--- src/rtl/dcf_frame_if.sv ---
// dcf_frame_if: signal bundle between the DCF77 frame controller and its surroundings.
// Date outputs exist only when DCF_DATE_DECODE_EN is defined.
interface dcf_frame_if;
    logic       sgn_in;
    logic       flag_in;
    logic       onoff_sincro;
    logic [6:0] minutes_out;
    logic [5:0] hours_out;
    logic       frame_valid;
    logic       locked;
    logic       bit_err;
`ifdef DCF_DATE_DECODE_EN
    logic [5:0] day_out;
    logic [2:0] wday_out;
    logic [4:0] month_out;
    logic [7:0] year_out;

    modport master (
        input  sgn_in, flag_in,
        output onoff_sincro, minutes_out, hours_out, frame_valid, locked, bit_err,
        output day_out, wday_out, month_out, year_out
    );
    modport slave (
        output sgn_in, flag_in,
        input  onoff_sincro, minutes_out, hours_out, frame_valid, locked, bit_err,
        input  day_out, wday_out, month_out, year_out
    );
`else
    modport master (
        input  sgn_in, flag_in,
        output onoff_sincro, minutes_out, hours_out, frame_valid, locked, bit_err
    );
    modport slave (
        output sgn_in, flag_in,
        input  onoff_sincro, minutes_out, hours_out, frame_valid, locked, bit_err
    );
`endif
endinterface

--- src/rtl/dcf_frame_ctrl.sv ---
// dcf_frame_ctrl: sequences the DCF77 minute-sync detector and decodes 59-bit frames to BCD time.
// Define DCF_DATE_DECODE_EN to add date outputs and the date parity check.
module dcf_frame_ctrl #(
    parameter int CNT_W      = 17,
    parameter int PULSE_MIN  = 40,
    parameter int BIT_THRESH = 150,
    parameter int PULSE_MAX  = 300,
    parameter int PERIOD_MAX = 2100
) (
    input  logic        clk_in,
    input  logic        rst_n_in,
    dcf_frame_if.master bus
);
    localparam logic [5:0]       C_LAST_BIT   = 6'd59;
    localparam logic [CNT_W-1:0] C_PULSE_MIN  = CNT_W'(PULSE_MIN);
    localparam logic [CNT_W-1:0] C_BIT_THRESH = CNT_W'(BIT_THRESH);
    localparam logic [CNT_W-1:0] C_PULSE_MAX  = CNT_W'(PULSE_MAX);
    localparam logic [CNT_W-1:0] C_PERIOD_MAX = CNT_W'(PERIOD_MAX);
    localparam logic [CNT_W-1:0] C_END_GAP    = CNT_W'(1000);

    typedef enum logic [2:0] {
        S_IDLE, S_HUNT, S_ARM, S_LOW, S_GAP, S_CHECK, S_ERR
    } state_t;

    state_t           r_state, w_next;
    logic [CNT_W-1:0] r_low_cnt, r_gap_cnt;
    logic [5:0]       r_bit_idx;
    logic [58:0]      r_frame;
    logic             r_sgn_prev;
    logic             r_onoff, r_frame_valid, r_locked, r_bit_err;
    logic [6:0]       r_minutes;
    logic [5:0]       r_hours;

    logic       w_fall, w_bit, w_start, w_to_low, w_take_bit, w_publish;
    logic [3:0] w_min_units, w_hr_units;
    logic [2:0] w_min_tens;
    logic [1:0] w_hr_tens;
    logic       w_marks_ok, w_par_ok, w_bcd_ok, w_date_ok, w_frame_ok;

    assign w_fall = r_sgn_prev & ~bus.sgn_in;
    assign w_bit  = (r_low_cnt >= C_BIT_THRESH);

    assign w_min_units = r_frame[24:21];
    assign w_min_tens  = r_frame[27:25];
    assign w_hr_units  = r_frame[32:29];
    assign w_hr_tens   = r_frame[34:33];

    assign w_marks_ok = ~r_frame[0] & r_frame[20];
    assign w_par_ok   = ~(^r_frame[28:21]) & ~(^r_frame[35:29]);
    assign w_bcd_ok   = (w_min_units <= 4'd9) && (w_min_tens <= 3'd5) && (w_hr_units <= 4'd9) &&
                        ((w_hr_tens < 2'd2) || ((w_hr_tens == 2'd2) && (w_hr_units <= 4'd3)));
`ifdef DCF_DATE_DECODE_EN
    assign w_date_ok  = ~(^r_frame[58:36]);
`else
    assign w_date_ok  = 1'b1;
`endif
    assign w_frame_ok = w_marks_ok & w_par_ok & w_bcd_ok & w_date_ok;
    assign w_publish  = (r_state == S_CHECK) && w_frame_ok;

    // A glitch with bit_idx==0 can only have interrupted ARM, so that is where it returns.
    always_comb begin
        w_next     = r_state;
        w_start    = 1'b0;
        w_to_low   = 1'b0;
        w_take_bit = 1'b0;
        unique case (r_state)
            S_IDLE:  w_next = S_HUNT;
            S_HUNT:  if (bus.flag_in) w_next = S_ARM;
            S_ARM: begin
                if (w_fall) begin
                    w_start = 1'b1;
                    w_next  = S_LOW;
                end
            end
            S_LOW: begin
                if (r_low_cnt > C_PULSE_MAX) begin
                    w_next = S_ERR;
                end else if (bus.sgn_in) begin
                    if (r_low_cnt < C_PULSE_MIN) begin
                        w_next = (r_bit_idx == 6'd0) ? S_ARM : S_GAP;
                    end else begin
                        w_take_bit = 1'b1;
                        w_next     = S_GAP;
                    end
                end
            end
            S_GAP: begin
                if (r_bit_idx == C_LAST_BIT) begin
                    if (r_gap_cnt >= C_END_GAP) w_next = S_CHECK;
                    else if (w_fall)            w_next = S_ERR;
                end else if (r_gap_cnt > C_PERIOD_MAX) begin
                    w_next = S_ERR;
                end else if (w_fall) begin
                    w_to_low = 1'b1;
                    w_next   = S_LOW;
                end
            end
            S_CHECK: w_next = w_frame_ok ? S_ARM : S_ERR;
            S_ERR:   w_next = S_HUNT;
            default: w_next = S_IDLE;
        endcase
    end

    // Bits enter at the top so that after 59 shifts frame bit k sits at index k.
    always_ff @(posedge clk_in or negedge rst_n_in) begin
        if (!rst_n_in) begin
            r_state    <= S_IDLE;
            r_sgn_prev <= 1'b1;
            r_low_cnt  <= '0;
            r_gap_cnt  <= '0;
            r_bit_idx  <= '0;
            r_frame    <= '0;
        end else begin
            r_state    <= w_next;
            r_sgn_prev <= bus.sgn_in;

            if (w_start || w_to_low)
                r_low_cnt <= '0;
            else if ((r_state == S_LOW) && !bus.sgn_in)
                r_low_cnt <= r_low_cnt + 1'b1;

            if (w_start || w_take_bit)
                r_gap_cnt <= '0;
            else if ((r_state == S_GAP) && bus.sgn_in)
                r_gap_cnt <= r_gap_cnt + 1'b1;

            if (w_start || (r_state == S_ERR))
                r_bit_idx <= '0;
            else if (w_take_bit)
                r_bit_idx <= r_bit_idx + 1'b1;

            if (r_state == S_ERR)
                r_frame <= '0;
            else if (w_take_bit)
                r_frame <= {w_bit, r_frame[58:1]};
        end
    end

    always_ff @(posedge clk_in or negedge rst_n_in) begin
        if (!rst_n_in) begin
            r_onoff       <= 1'b0;
            r_frame_valid <= 1'b0;
            r_bit_err     <= 1'b0;
            r_locked      <= 1'b0;
            r_minutes     <= '0;
            r_hours       <= '0;
        end else begin
            r_onoff       <= (w_next == S_HUNT) || (w_next == S_ARM);
            r_frame_valid <= w_publish;
            r_bit_err     <= (r_state == S_ERR);
            if (w_publish) begin
                r_locked  <= 1'b1;
                r_minutes <= r_frame[27:21];
                r_hours   <= r_frame[34:29];
            end else if (r_state == S_ERR) begin
                r_locked  <= 1'b0;
            end
        end
    end

    assign bus.onoff_sincro = r_onoff;
    assign bus.minutes_out  = r_minutes;
    assign bus.hours_out    = r_hours;
    assign bus.frame_valid  = r_frame_valid;
    assign bus.locked       = r_locked;
    assign bus.bit_err      = r_bit_err;

`ifdef DCF_DATE_DECODE_EN
    logic [5:0] r_day;
    logic [2:0] r_wday;
    logic [4:0] r_month;
    logic [7:0] r_year;

    always_ff @(posedge clk_in or negedge rst_n_in) begin
        if (!rst_n_in) begin
            r_day   <= '0;
            r_wday  <= '0;
            r_month <= '0;
            r_year  <= '0;
        end else if (w_publish) begin
            r_day   <= r_frame[41:36];
            r_wday  <= r_frame[44:42];
            r_month <= r_frame[49:45];
            r_year  <= r_frame[57:50];
        end
    end

    assign bus.day_out   = r_day;
    assign bus.wday_out  = r_wday;
    assign bus.month_out = r_month;
    assign bus.year_out  = r_year;
`endif
endmodule

--- src/flat_wrapper.sv ---
// flat-port wrapper written by rule: the top's interface ports become plain ports
module dcf_frame_ctrl_flat 
#(
    parameter int CNT_W      = 17,
    parameter int PULSE_MIN  = 40,
    parameter int BIT_THRESH = 150,
    parameter int PULSE_MAX  = 300,
    parameter int PERIOD_MAX = 2100
)
  (clk_in, rst_n_in, bus_sgn_in, bus_flag_in, bus_onoff_sincro, bus_minutes_out, bus_hours_out, bus_frame_valid, bus_locked, bus_bit_err);
  dcf_frame_if bus_i ();
  input  logic clk_in;
  input  logic rst_n_in;
  input wire logic [$bits(bus_i.sgn_in)-1:0] bus_sgn_in;
  input wire logic [$bits(bus_i.flag_in)-1:0] bus_flag_in;
  output wire logic [$bits(bus_i.onoff_sincro)-1:0] bus_onoff_sincro;
  output wire logic [$bits(bus_i.minutes_out)-1:0] bus_minutes_out;
  output wire logic [$bits(bus_i.hours_out)-1:0] bus_hours_out;
  output wire logic [$bits(bus_i.frame_valid)-1:0] bus_frame_valid;
  output wire logic [$bits(bus_i.locked)-1:0] bus_locked;
  output wire logic [$bits(bus_i.bit_err)-1:0] bus_bit_err;
  assign bus_i.sgn_in = bus_sgn_in;
  assign bus_i.flag_in = bus_flag_in;
  assign bus_onoff_sincro = bus_i.onoff_sincro;
  assign bus_minutes_out = bus_i.minutes_out;
  assign bus_hours_out = bus_i.hours_out;
  assign bus_frame_valid = bus_i.frame_valid;
  assign bus_locked = bus_i.locked;
  assign bus_bit_err = bus_i.bit_err;
  dcf_frame_ctrl #(.CNT_W(CNT_W), .PULSE_MIN(PULSE_MIN), .BIT_THRESH(BIT_THRESH), .PULSE_MAX(PULSE_MAX), .PERIOD_MAX(PERIOD_MAX)) u_core (.clk_in(clk_in), .rst_n_in(rst_n_in), .bus(bus_i));
endmodule
--- config.mk ---
export PLATFORM = sky130hd
export DESIGN_NAME = dcf_frame_ctrl_flat
export DESIGN_NICKNAME = d
export VERILOG_FILES = /design/src/rtl/dcf_frame_if.sv /design/src/rtl/dcf_frame_ctrl.sv /design/src/flat_wrapper.sv
export SDC_FILE = /design/constraint.sdc
export NUM_CORES = 1
export LEC_CHECK = 0
export CORE_ASPECT_RATIO = 1.75
export CORE_MARGIN = 1.5
export CORE_UTILIZATION = 55
export CTS_BUF_LIST = sky130_fd_sc_hd__clkbuf_2
export CTS_CLUSTER_SIZE = 40
export DETAILED_ROUTE_END_ITERATION = 16
export GPL_ROUTABILITY_DRIVEN = 0
export PLACE_DENSITY_LB_ADDON = 0.08
export SYNTH_ARGS = -nofsm -noshare
export SYNTH_HDL_FRONTEND = slang
export SYNTH_SLANG_ARGS = --single-unit
--- constraint.sdc ---
create_clock -name clk_in -period 2.8 [get_ports clk_in]
set_input_delay 0.56 -clock clk_in [delete_from_list [all_inputs] [get_ports clk_in]]
set_output_delay 0.56 -clock clk_in [all_outputs]
set_load 0.1 [all_outputs]
; ---- After elaboration in Yosys (flattened, before gate mapping)
; Cells that the tools add are included.
; Widths: inputs -> output; s select.
[op_classes]
addsub = 3
order_cmp = 10
eq_ne = 10
mux = 31
bitwise = 9
reduce_logical = 23
[op_table]
columns = operator, count
row1 = $mux 59, 2
row2 = $mux 17, 4
row3 = $add 17x1->17 const B, 2
row4 = $mux 3, 11
row5 = $pmux 3 s6, 1
row6 = $ge 17x10->1 const B, 1
row7 = $ge 17x8->1 const B, 1
row8 = $gt 17x12->1 const B, 1
row9 = $gt 17x9->1 const B, 1
row10 = $lt 17x6->1 const B, 1
row11 = $mux 6, 2
row12 = $mux 1, 11
row13 = $reduce_bool 2->1, 5
row14 = $eq 3x2->1 const B, 3
row15 = $eq 3x3->1 const B, 3
row16 = $le 4x4->1 const B, 2
row17 = $reduce_xor 8->1, 1
row18 = $logic_and 1x1->1, 7
row19 = $reduce_xor 7->1, 1
row20 = $add 6x1->6 const B, 1
row21 = $eq 3x1->1 const B, 2
row22 = $eq 6x6->1 const B, 1
row23 = $logic_not 6->1, 1
row24 = $and 1x1->1, 5
row25 = 9 further kinds, 16
[totals]
ff_bits = 120
inputBits = 4
output_inout_bits = 17
wordCells = 98

; ---- Longest topological paths before layout
[depth]
depth_word = 9
mapped_depth = 10
depth_no_buf = 9

; ---- Least setup slack after synthesis
; OpenSTA, ideal clock, no wires.
[synth_timing]
path_type = reg2reg
startpoint = reg u_core.r_frame[31]
endpoint = reg u_core.r_hours[0], in the netlist u_core.bus.hours_out[0]
setup_ns = 0.126
arrival_ns = 1.909
required_time_ns = 2.674
path_slack_ns = 0.765
path_stages_with_launch = 10
n_path_buf = 1
synth_period_minus_slack_ns = 2.035
path_cell_list = dfrtp_1 > inv_1 > ha_1 > xnor2_1 > xnor2_1 > nor3_1 > nand3_1 > nor2_4 > buf_12 > mux2_4
[synth_via]
elab_chain_len = 6
word_cells_on_any_way = 12
cone_classes = order compare: 2 / bitwise: 4 / reduce/logical: 6
[synth_rtl]
columns = item, line_no
row1 = from (decl), dcf_frame_ctrl.sv:28  ; logic [58:0] r_frame;
row2 = from (signal assigned), dcf_frame_ctrl.sv:135  ; r_frame <= {w_bit, r_frame[58:1]};
row3 = $le 4x2->1 or $reduce_xor 7->1 (tied branches), "dcf_frame_ctrl.sv:51, dcf_frame_ctrl.sv:49"
row4 = $logic_and 1x1->1 or $not 1->1 (tied branches), "dcf_frame_ctrl.sv:51, dcf_frame_ctrl.sv:49"
row5 = $logic_or 1x1->1 or $and 1x1->1 (tied branches), "dcf_frame_ctrl.sv:51, dcf_frame_ctrl.sv:49"
row6 = $logic_and 1x1->1 or $and 1x1->1 (tied branches), "dcf_frame_ctrl.sv:50, dcf_frame_ctrl.sv:57"
row7 = $and 1x1->1 (*), dcf_frame_ctrl.sv:57  ; assign w_frame_ok = w_marks_ok & w_par_ok & w_bcd_ok & w_date_ok;
row8 = $logic_and 1x1->1 (*), dcf_frame_ctrl.sv:58  ; assign w_publish = (r_state == S_CHECK) && w_frame_ok;
row9 = net u_core.w_publish, dcf_frame_ctrl.sv:34  ; logic w_fall, w_bit, w_start, w_to_low, w_take_bit, w_publish;
row10 = to (signal assigned), dcf_frame_ctrl.sv:154  ; r_hours <= r_frame[34:29];
row11 = to (decl), dcf_frame_ctrl.sv:32  ; logic [5:0] r_hours;
; The timed path passes the listed nets; every way through them passes the cells marked *.
; A chain may end at the register's enable or synchronous reset.

; ---- Final worst setup path
[layout_timing]
startpoint = reg u_core.r_frame[31]
endpoint = reg u_core.r_minutes[0], in the netlist u_core.bus.minutes_out[0]
[layout_via]
elab_chain_len = 6
word_cells_on_any_way = 12
cone_classes = order compare: 2 / bitwise: 4 / reduce/logical: 6
[layout_rtl]
columns = item, line_no
row1 = $le 4x2->1 or $reduce_xor 7->1 (tied branches), "dcf_frame_ctrl.sv:51, dcf_frame_ctrl.sv:49"
row2 = $logic_and 1x1->1 or $not 1->1 (tied branches), "dcf_frame_ctrl.sv:51, dcf_frame_ctrl.sv:49"
row3 = $logic_or 1x1->1 or $and 1x1->1 (tied branches), "dcf_frame_ctrl.sv:51, dcf_frame_ctrl.sv:49"
row4 = $logic_and 1x1->1 or $and 1x1->1 (tied branches), "dcf_frame_ctrl.sv:50, dcf_frame_ctrl.sv:57"
row5 = $and 1x1->1 (*), dcf_frame_ctrl.sv:57
row6 = $logic_and 1x1->1 (*), dcf_frame_ctrl.sv:58
row7 = to (signal assigned), dcf_frame_ctrl.sv:153  ; r_minutes <= r_frame[27:21];
row8 = to (decl), dcf_frame_ctrl.sv:31  ; logic [6:0] r_minutes;
; Every way passes the cells marked *; elsewhere a longest branch is shown, timed or not.

==> results.tsv <==
metric	value	unit
Worst EP required	3.36	ns
Setup-failing EPs final	0	
first-pass GRT wire length	18.9	mm
Final Cycle Share	85.8	%
Yosys top cell by area	dfrtp_1	
Hold Slack	0.373	ns
Die Wd	80.4	um
Post-Synthesis Cells	589	
met3 usage	5.94	%
total gr overflow	0	
reg2reg path depth	9	
Seq/Total Area, Yosys	52.2	%
count of cell types in the netlist	53	
Core Util, Final	60.9	%
PD cells	499	nW/um^2
Fin Setup TNS	0	ns
antenna viol nets, final	0	
Critical Path Fanout Max	14	
final wirelength	10.6	mm
Final Non-Filler Cells	752	
Die Ht	138	um
# DRC	0	
Clk Latency, worst-skew pair	0.67	ns
post-synthesis adder-cell area fraction	3.48	%
pre-CTS setup slack	0.279	ns
CP endpoint kind	flip-flop	
DR WL/cell	14.1	um
Mapped Nets	609	
Commonest cells post-synth	140 x nand2_1, 119 x dfrtp_1, 60 x a21oi_1	
layout cell share with drive strength beyond 1	13.9	%
fillers	890	
Final Hold Viols	0	
IO Pins	21	
post-synthesis simple-gate area fraction	21.0	%
worst r2r dst	u_core.bus.minutes_out[0]	
register bit total from synthesis	120	
Final Instance Area	6240	um^2
GRT busiest layer	met2	
Pwr Total	3.11	mW
Initial Utilization	56.3	%
top-count cell post-synth	nand2_1	
H-tree depth	4	
met1 GRT Util	26.3	%
main combinational cell family by area after synthesis	simple AND/OR/NAND/NOR gates	
Rows	49	
Pleak	2.93	nW
final setup margin	0.399	ns
mux cell area share after synthesis	3.48	%
Worst slew margin	60.2	%
GRT met2 Usage	35.4	%
register-to-register setup slack	0.40	ns
port buffer count	20	
max-cap check violation count	0	
largest net degree at the start of global routing	61	
placed cell areas	6040	um^2
Cells after DPL	721	
CTS tree	yes	
Post-synth EDFFs	0	
vias in the first global route	4141	
HP Class	in2async	
post-synthesis async set-or-reset flop share	100	%
Tot GR Track Use	21.5	%
total CTS buffers	17	
Area Growth Syn to Fin	8.25	%
Mean Syn Cell Area	9.78	um^2
Syn. warnings	0	
total die area	11100	um^2
Clock Path Buffers	2	
Tmin final	2.40	ns
Root Driver	clkbuf_2	
Fmax	416	MHz
drt first-iter violations	215	
worst slew pin tran	0.595	ns
Clock transition at path regs	0.18	ns
Synth Area in Compound Gates	9.43	%
Nets	634	
skew final	0.0319	ns
critical path class	reg2reg	
Clock Sinks	120	
top_reg_cell synth	dfrtp_1	
Vias	4083	
post-synth design cell area	5760	um^2
Post-CTS Setup Bufs	0	
RSZ-0062 raised after global routing	no	
Placeable Area	10200	um^2
Synth top area share	51.7	%
post-cts resize count	0	
outcome	completed	
Critical Path AT	2.96	ns
Worst R2R Start	u_core.r_frame[31]	
Synth Area in XOR/XNOR	6.69	%
initial antenna violation count	1	
Synth area leaders	dfrtp_1 52%, nand2_1 9.1%, a21oi_1 5.2%, xor2_1 4.3%, ha_1 3.5%	
peak supply drop	0.000405	V
Pre-antenna DRT Iters	4	
DR vias/cell	5.43	
CP Launch Type	flip-flop	
DP Wirelength	7.02	mm
final slew viol count	0	
final cells by class:
type / count / area (um^2) / area share [%]
flip-flops and latches: 120 / 3000 / 48.2
multi-input cells: 426 / 2540 / 40.7
repair buffers: 33 / 293 / 4.70
well taps: 127 / 159 / 2.55
clock buffers: 19 / 95.1 / 1.52
clock inverters: 10 / 83.8 / 1.34
inverters: 16 / 60.1 / 0.963
diodes: 1 / 2.50 / 0.0401
flip-flops by register name, summed over array words and instances, names as in the netlist:
name,flops
u_core.bus.bit_err,1
u_core.r_sgn_prev,1
u_core.bus.locked,1
u_core.bus.frame_valid,1
u_core.bus.onoff_sincro,1
u_core.r_bit_idx,6
u_core.r_gap_cnt,17
u_core.bus.hours_out,6
u_core.bus.minutes_out,7
u_core.r_frame,59
u_core.r_low_cnt,17
u_core.r_state,3
metal layers:
metal	up-vias	part of all wire, %
li1	2002	-
met1	2015	43
met2	52	52
met3	14	3.1
met4	0	1.6
met5	-	0
worst max path at each step:
stage / start / slack (ns) / endpoint / depth (start not counted)
after global routing: u_core.r_frame[31] / 0.20 / u_core.bus.minutes_out[0] / 9
final: u_core.r_frame[31] / 0.40 / u_core.bus.minutes_out[0] / 9
after global placement: bus_sgn_in / 0.32 / u_core.r_low_cnt[8] / 6
after detailed placement: bus_sgn_in / 0.28 / u_core.r_low_cnt[16] / 6
after CTS: u_core.r_frame[31] / 0.40 / u_core.bus.minutes_out[0] / 9
after floorplan: u_core.r_frame[31] / 0.76 / u_core.bus.hours_out[0] / 9
cells in the final DEF, fill, tap and decap left out, types with 10 or more instances in the layout:
| master | count |
|---|---|
| a21oi_1 | 60 |
| and3_1 | 10 |
| buf_4 | 27 |
| clkbuf_2 | 19 |
| dfrtp_1 | 119 |
| ha_1 | 16 |
| inv_1 | 16 |
| nand2_1 | 140 |
| nand3_1 | 16 |
| nand4_1 | 11 |
| nor2_1 | 51 |
| xnor2_1 | 16 |
| xor2_1 | 28 |
worst max-delay path, stage by stage, from the launching register on:
cell and delay [ns]:
dfrtp_1 0.46, inv_1 0.10, ha_1 0.31, xnor2_1 0.14, xnor2_1 0.13, nor3_1 0.16, nand3_1 0.22, nor2_4 0.13
buf_4 0.26, mux2_2 0.37
kinds of logic (layout without fill, tap and decap cells):
logic type	after synthesis	count (layout)
mux	15	15
flops	120	120
compound gates	89	89
other cells	0	1
xor+xnor	44	44
simple gates	262	262
buf+inv	43	78
fa+ha+maj	16	16
where the power goes:
group	switching (mW)	internal (mW)	leakage (nW)
clock network	0.611	0.301	0.111
registers	0.0478	1.77	1.66
logic	0.247	0.128	1.15
total	0.906	2.20	2.93
what timing repair did:
action,CTS,global route
hold buffers,1,0
endpoints found under the setup margin,0,0
endpoints found under the hold margin,35,0
Note: power is estimated with default switching activity, not from simulation.
